**config.mk**
```make
export PLATFORM = sky130hd
export DESIGN_NAME = pipeline_hazard_ctrl
export DESIGN_NICKNAME = d
export VERILOG_FILES = /design/src/rtl/pipeline_pkg.sv /design/src/rtl/hazard_scoreboard.sv /design/src/rtl/pipeline_hazard_ctrl.sv
export SDC_FILE = /design/constraint.sdc
export NUM_CORES = 1
export LEC_CHECK = 0
export ABC_AREA = 1
export CAP_MARGIN = 20
export CORE_MARGIN = 2
export CORE_UTILIZATION = 62
export DETAILED_ROUTE_END_ITERATION = 8
export GPL_ROUTABILITY_DRIVEN = 0
export GPL_TIMING_DRIVEN = 0
export PLACE_DENSITY = 0.78
export RECOVER_POWER = 100
export SKIP_CTS_REPAIR_TIMING = 1
export SLEW_MARGIN = 20
export SYNTH_ARGS = -nofsm -noshare
export SYNTH_HDL_FRONTEND = slang
export SYNTH_HIERARCHICAL = 1
export SYNTH_SLANG_ARGS = --single-unit
export TNS_END_PERCENT = 20
```
**constraint.sdc**
```tcl
create_clock -name clk_i -period 4.2 [get_ports clk_i]
set_clock_uncertainty 0.1 [all_clocks]
set_input_delay 1.05 -clock clk_i [delete_from_list [all_inputs] [get_ports clk_i]]
set_output_delay 1.05 -clock clk_i [all_outputs]
set_load 0.01 [all_outputs]
```
**src/rtl/pipeline_pkg.sv**
```systemverilog
// ----------------------------------------------------------------------------
// pipeline_pkg
// Shared definitions for the decode-stage hazard controller:
//   - RegCountDefault : default number of tracked architectural registers
//   - RegIdxW         : width of a register index
//   - state_e         : controller FSM state encoding (also exported for debug)
// ----------------------------------------------------------------------------
package pipeline_pkg;

    localparam int unsigned RegCountDefault = 32;
    localparam int unsigned RegIdxW         = 5;

    typedef enum logic [1:0] {
        StRun   = 2'd0,
        StDrain = 2'd1,
        StEcall = 2'd2
    } state_e;

endpackage

```
**src/rtl/hazard_scoreboard.sv**
```systemverilog
// ----------------------------------------------------------------------------
// hazard_scoreboard
// Per-register count of issued-but-not-retired writes plus a "last issue was a
// load" bit. Register 0 is never tracked.
// Ports:
//   clk_i, reset_i          clock, synchronous active-high reset
//   inc_en_i/inc_idx_i      issue of a write to inc_idx_i
//   inc_is_load_i           the issuing instruction is a load
//   dec_en_i/dec_idx_i      writeback retiring a write to dec_idx_i
//   cnt_o                   per-register outstanding-write counters
//   ld_o                    per-register load bit
//   busy_o                  any counter nonzero
// ----------------------------------------------------------------------------
module hazard_scoreboard
    import pipeline_pkg::*;
#(
    parameter int unsigned REG_COUNT = RegCountDefault,
    parameter int unsigned CNT_W     = 2
) (
    input  logic                             clk_i,
    input  logic                             reset_i,
    input  logic                             inc_en_i,
    input  logic [RegIdxW-1:0]               inc_idx_i,
    input  logic                             inc_is_load_i,
    input  logic                             dec_en_i,
    input  logic [RegIdxW-1:0]               dec_idx_i,
    output logic [REG_COUNT-1:0][CNT_W-1:0]  cnt_o,
    output logic [REG_COUNT-1:0]             ld_o,
    output logic                             busy_o
);

    assign cnt_o[0] = '0;
    assign ld_o[0]  = 1'b0;

    for (genvar r = 1; r < REG_COUNT; r++) begin : g_reg
        logic [CNT_W-1:0] cnt_q, cnt_d;
        logic             ld_q, ld_d;
        logic             inc, dec;

        assign inc = inc_en_i && (inc_idx_i == RegIdxW'(r));
        // A retirement against an empty counter is dropped (no underflow).
        assign dec = dec_en_i && (dec_idx_i == RegIdxW'(r)) && (cnt_q != '0);

        always_comb begin
            cnt_d = cnt_q;
            ld_d  = ld_q;
            if (inc && !dec) begin
                cnt_d = cnt_q + CNT_W'(1);
            end else if (dec && !inc) begin
                cnt_d = cnt_q - CNT_W'(1);
            end
            if (inc) begin
                ld_d = inc_is_load_i;
            end
            if (cnt_d == '0) begin
                ld_d = 1'b0;
            end
        end

        always_ff @(posedge clk_i) begin
            if (reset_i) begin
                cnt_q <= '0;
                ld_q  <= 1'b0;
            end else begin
                cnt_q <= cnt_d;
                ld_q  <= ld_d;
            end
        end

        assign cnt_o[r] = cnt_q;
        assign ld_o[r]  = ld_q;
    end

    always_comb begin
        busy_o = 1'b0;
        for (int unsigned r = 0; r < REG_COUNT; r++) begin
            busy_o = busy_o | (cnt_o[r] != '0);
        end
    end

endmodule

```
**src/rtl/pipeline_hazard_ctrl.sv**
```systemverilog
// ----------------------------------------------------------------------------
// pipeline_hazard_ctrl
// Decode-stage hazard and ECALL sequencing controller. Stalls decode on RAW
// hazards against outstanding writes and on counter saturation, and serialises
// ECALL: drain all outstanding writes, pulse ecall_go_o, wait for ecall_done_i.
// Config macro: HAZARD_FORWARDING_EN -- when defined, only outstanding loads
// cause RAW stalls (ALU results are assumed forwarded).
// Ports:
//   clk_i, reset_i                     clock, synchronous active-high reset
//   dec_valid_i                        decode holds a non-NOP instruction
//   dec_r1_reg_i/dec_r2_reg_i          source registers
//   dec_r1_used_i/dec_r2_used_i        source actually read
//   dec_dst_reg_i                      destination (0 = no write)
//   dec_is_load_i, dec_ecall_i         instruction kind
//   wb_valid_i, wb_dst_reg_i           writeback retiring a register write
//   ecall_done_i                       environment call handler finished
//   dec_stall_o                        hold decode
//   issue_fire_o                       instruction leaves decode this cycle
//   ecall_go_o                         one-cycle pulse, ECALL may execute
//   busy_o                             any write outstanding
//   state_o                            FSM state (debug)
// ----------------------------------------------------------------------------
module pipeline_hazard_ctrl
    import pipeline_pkg::*;
#(
    parameter int unsigned REG_COUNT = RegCountDefault,
    parameter int unsigned CNT_W     = 2
) (
    input  logic               clk_i,
    input  logic               reset_i,
    input  logic               dec_valid_i,
    input  logic [RegIdxW-1:0] dec_r1_reg_i,
    input  logic [RegIdxW-1:0] dec_r2_reg_i,
    input  logic               dec_r1_used_i,
    input  logic               dec_r2_used_i,
    input  logic [RegIdxW-1:0] dec_dst_reg_i,
    input  logic               dec_is_load_i,
    input  logic               dec_ecall_i,
    input  logic               wb_valid_i,
    input  logic [RegIdxW-1:0] wb_dst_reg_i,
    input  logic               ecall_done_i,
    output logic               dec_stall_o,
    output logic               issue_fire_o,
    output logic               ecall_go_o,
    output logic               busy_o,
    output logic [1:0]         state_o
);

    localparam logic [CNT_W-1:0] CntMax = '1;

    logic [REG_COUNT-1:0][CNT_W-1:0] cnt;
    logic                            busy;
    logic                            raw1, raw2, structural, hazard;
    state_e                          state_q;
`ifdef HAZARD_FORWARDING_EN
    logic [REG_COUNT-1:0]            ld;
`endif

    hazard_scoreboard #(
        .REG_COUNT (REG_COUNT),
        .CNT_W     (CNT_W)
    ) u_scoreboard (
        .clk_i         (clk_i),
        .reset_i       (reset_i),
        .inc_en_i      (issue_fire_o),
        .inc_idx_i     (dec_dst_reg_i),
        .inc_is_load_i (dec_is_load_i),
        .dec_en_i      (wb_valid_i),
        .dec_idx_i     (wb_dst_reg_i),
        .cnt_o         (cnt),
`ifdef HAZARD_FORWARDING_EN
        .ld_o          (ld),
`else
        .ld_o          (),
`endif
        .busy_o        (busy)
    );

    // Hazards look only at registered scoreboard state: a writeback in this
    // cycle clears the stall from the next cycle on.
    always_comb begin
        raw1 = dec_r1_used_i && (dec_r1_reg_i != '0) && (cnt[dec_r1_reg_i] != '0);
        raw2 = dec_r2_used_i && (dec_r2_reg_i != '0) && (cnt[dec_r2_reg_i] != '0);
`ifdef HAZARD_FORWARDING_EN
        raw1 = raw1 && ld[dec_r1_reg_i];
        raw2 = raw2 && ld[dec_r2_reg_i];
`endif
        structural = (dec_dst_reg_i != '0) && (cnt[dec_dst_reg_i] == CntMax);
        hazard     = raw1 || raw2 || structural;
    end

    always_ff @(posedge clk_i) begin
        if (reset_i) begin
            state_q <= StRun;
        end else begin
            unique case (state_q)
                StRun:   if (dec_valid_i && dec_ecall_i && !hazard) state_q <= StDrain;
                StDrain: if (!busy) state_q <= StEcall;
                StEcall: if (ecall_done_i) state_q <= StRun;
                default: state_q <= StRun;
            endcase
        end
    end

    always_comb begin
        dec_stall_o  = 1'b1;
        issue_fire_o = 1'b0;
        ecall_go_o   = 1'b0;
        if (!reset_i) begin
            unique case (state_q)
                StRun: begin
                    dec_stall_o  = dec_valid_i && (hazard || dec_ecall_i);
                    issue_fire_o = dec_valid_i && !(hazard || dec_ecall_i);
                end
                StDrain: begin
                    ecall_go_o = !busy;
                end
                StEcall: begin
                    // The held ECALL leaves decode in the cycle the handler finishes.
                    dec_stall_o  = !ecall_done_i;
                    issue_fire_o = ecall_done_i;
                end
                default: begin
                    dec_stall_o = 1'b1;
                end
            endcase
        end
    end

    assign busy_o  = busy;
    assign state_o = reset_i ? StRun : state_q;

endmodule
```
==> run summary <==
synth warn - 6
Starting DRT DRC Count - 1,370
Clk network pwr share - 0.249
critical path type - in2out
initial core utilization - 0.633
Max-Cap Viols - 0
Final nets - 1,363
root buffer cell - clkbuf_8
Seq. cell area - 0.00128 mm²
outcome - complete, no violations
WP data required - 3050 ps
min Tclk post-route - 4170 ps
DR WL/cell - 16.0 µm
Comb pwr share - 0.361
vias per inst - 5.68
vias post-DR - 8,184
Die H - 106 µm
most common cell after layout, fill and taps aside - nand2_1
crit path launch type - input pin
r2r setup slk - 800 ps
crit path launch - dec_dst_reg_i[0]
Area Overhead vs Synth - 11.0%
Inserted Clock Buffers - 9
busiest grt layer - met2
port buffer count - 32
met1 Use GR - 0.536
fin crit share - 0.993
Peak VDD IR - 0.000234 V
DR pass1 iterations - 9
io pins - 35
Avg Cell Area, Syn - 5.18 µm²
area of the multi-input gates - 0.00429 mm²
fmax - 0.240 GHz
Int Power - 1.12 mW
DRC Markers - 0
reg-to-reg endpoint - u_scoreboard/g_reg[6].cnt_q[1]
number of global-route vias before repair - 6,979
Hold/Removal Path Class - reg2reg
part of the power in registers - 0.390
DIE AREA - 0.0113 mm²
Sw Share - 0.404
R2R Path Start - u_scoreboard/g_reg[18].cnt_q[0]
Hold Fails Final Rpt - 0
CTS clk-pin slew, worst paths - 70 ps
post-detail-place hpwl - 17,700 µm
crit end category - primary output
Sw Pwr - 0.756 mW
most frequent cells in the layout - nand2_1, inv_1, nand3_1
Slew HR - 0.476
Synth Instances - 1,256
r2r worst-path depth - 22
routing usage on met2 - 0.623
cell area after synthesis - 0.00650 mm²
met3 usage - 0.124
Worst-Skew Late Latency - 380 ps
CTS tree - built
number of H-tree levels - 3
Die Wd - 106 µm
fill cell count - 1,038
DRT antenna net count - 0
total track usage - 0.416
Pwr per Cell Area - 259 mW/mm²
slew of the pin with the lowest slew margin - 786 ps
Hold Path Depth - 3
Setup crit end - issue_fire_o
row count - 37
initial antenna violation count - 0
first-pass GRT wire length - 36,000 µm
Worst Path Max Fanout - 10
Leakage - 3.96 nW
pin count of the biggest net entering global routing - 11
critical path arrival - 3020 ps
Final Setup Violations - 0
Final Util - 0.702
antenna fix cells - 0
clk buf depth - 2
Slew Viols, Final - 0
WL final - 23,100 µm
GRT overflow - 0
Num Clock Sinks - 64
final setup TNS - 0 ps
share of cells above drive strength 1 - 0.0444
core area - 0.0103 mm²
critical path, stage by stage:
cell,delay [ps]
buf_2,170
buf_6,160
inv_4,70
buf_6,140
nand3_1,130
nand3_1,100
nand3_1,90
nand2_1,90
nand2_1,70
nand2_1,50
nand2_1,50
nand2_1,80
inv_2,60
nand3_1,80
nor2_1,110
nand2_1,110
a21oi_4,260
buf_6,140
state kept, by name (all words and copies together), names as in the netlist:
| signal | flops |
|---|---|
| state_q | 2 |
| u_scoreboard/g.cnt_q | 62 |
layout make-up:
class | instances | area share
Inverter | 218 | 0.114
Timing Repair Buffer | 35 | 0.0487
Clock buffer | 11 | 0.0182
Multi-Input combinational cell | 949 | 0.594
Buffer | 26 | 0.0232
Sequential cell | 64 | 0.177
Clock inverter | 2 | 0.00139
Tap cell | 136 | 0.0236
metrics by stage:
step	area (µm²)	power, mW	worst slack (ps)	hold WS [ps]	cells
finish	7220	1.87	28.3	443	1441
global route	7220	1.98	-9.86	465	1441
CTS	7140	1.84	-1030	440	1438
detailed placement	7000	1.38	-1020	423	1425
global placement	7000	1.37	-993	413	1425
floorplan	6510	1.16	699	384	1257
routing by layer:
metal	up-vias	wire length (µm)
met5	-	0
met4	0	1350
met3	126	3420
met2	594	9600
met1	3508	8750
li1	3956	-
how the worst min path moves through the flow:
stage | to | startpoint
after floorplan | u_scoreboard/g_reg[18].cnt_q[0] | u_scoreboard/g_reg[18].cnt_q[0]
after global placement | u_scoreboard/g_reg[24].cnt_q[0] | u_scoreboard/g_reg[24].cnt_q[0]
after detailed placement | u_scoreboard/g_reg[22].cnt_q[0] | u_scoreboard/g_reg[22].cnt_q[0]
after CTS | u_scoreboard/g_reg[22].cnt_q[0] | u_scoreboard/g_reg[22].cnt_q[0]
after global routing | u_scoreboard/g_reg[12].cnt_q[0] | u_scoreboard/g_reg[12].cnt_q[0]
final | u_scoreboard/g_reg[12].cnt_q[0] | u_scoreboard/g_reg[12].cnt_q[0]
power groups by stage:
| stage | combinational [mW] | sequential (mW) | clock [mW] |
|---|---|---|---|
| 4_1_cts | 0.640 | 0.727 | 0.468 |
| 2_1_floorplan | 0.453 | 0.709 | 0 |
| 6_report | 0.676 | 0.731 | 0.466 |
| 5_1_grt | 0.753 | 0.735 | 0.496 |
| 3_5_place_dp | 0.637 | 0.741 | 0 |
| 3_3_place_gp | 0.624 | 0.741 | 0 |
Note: power is estimated with default switching activity, not from simulation.
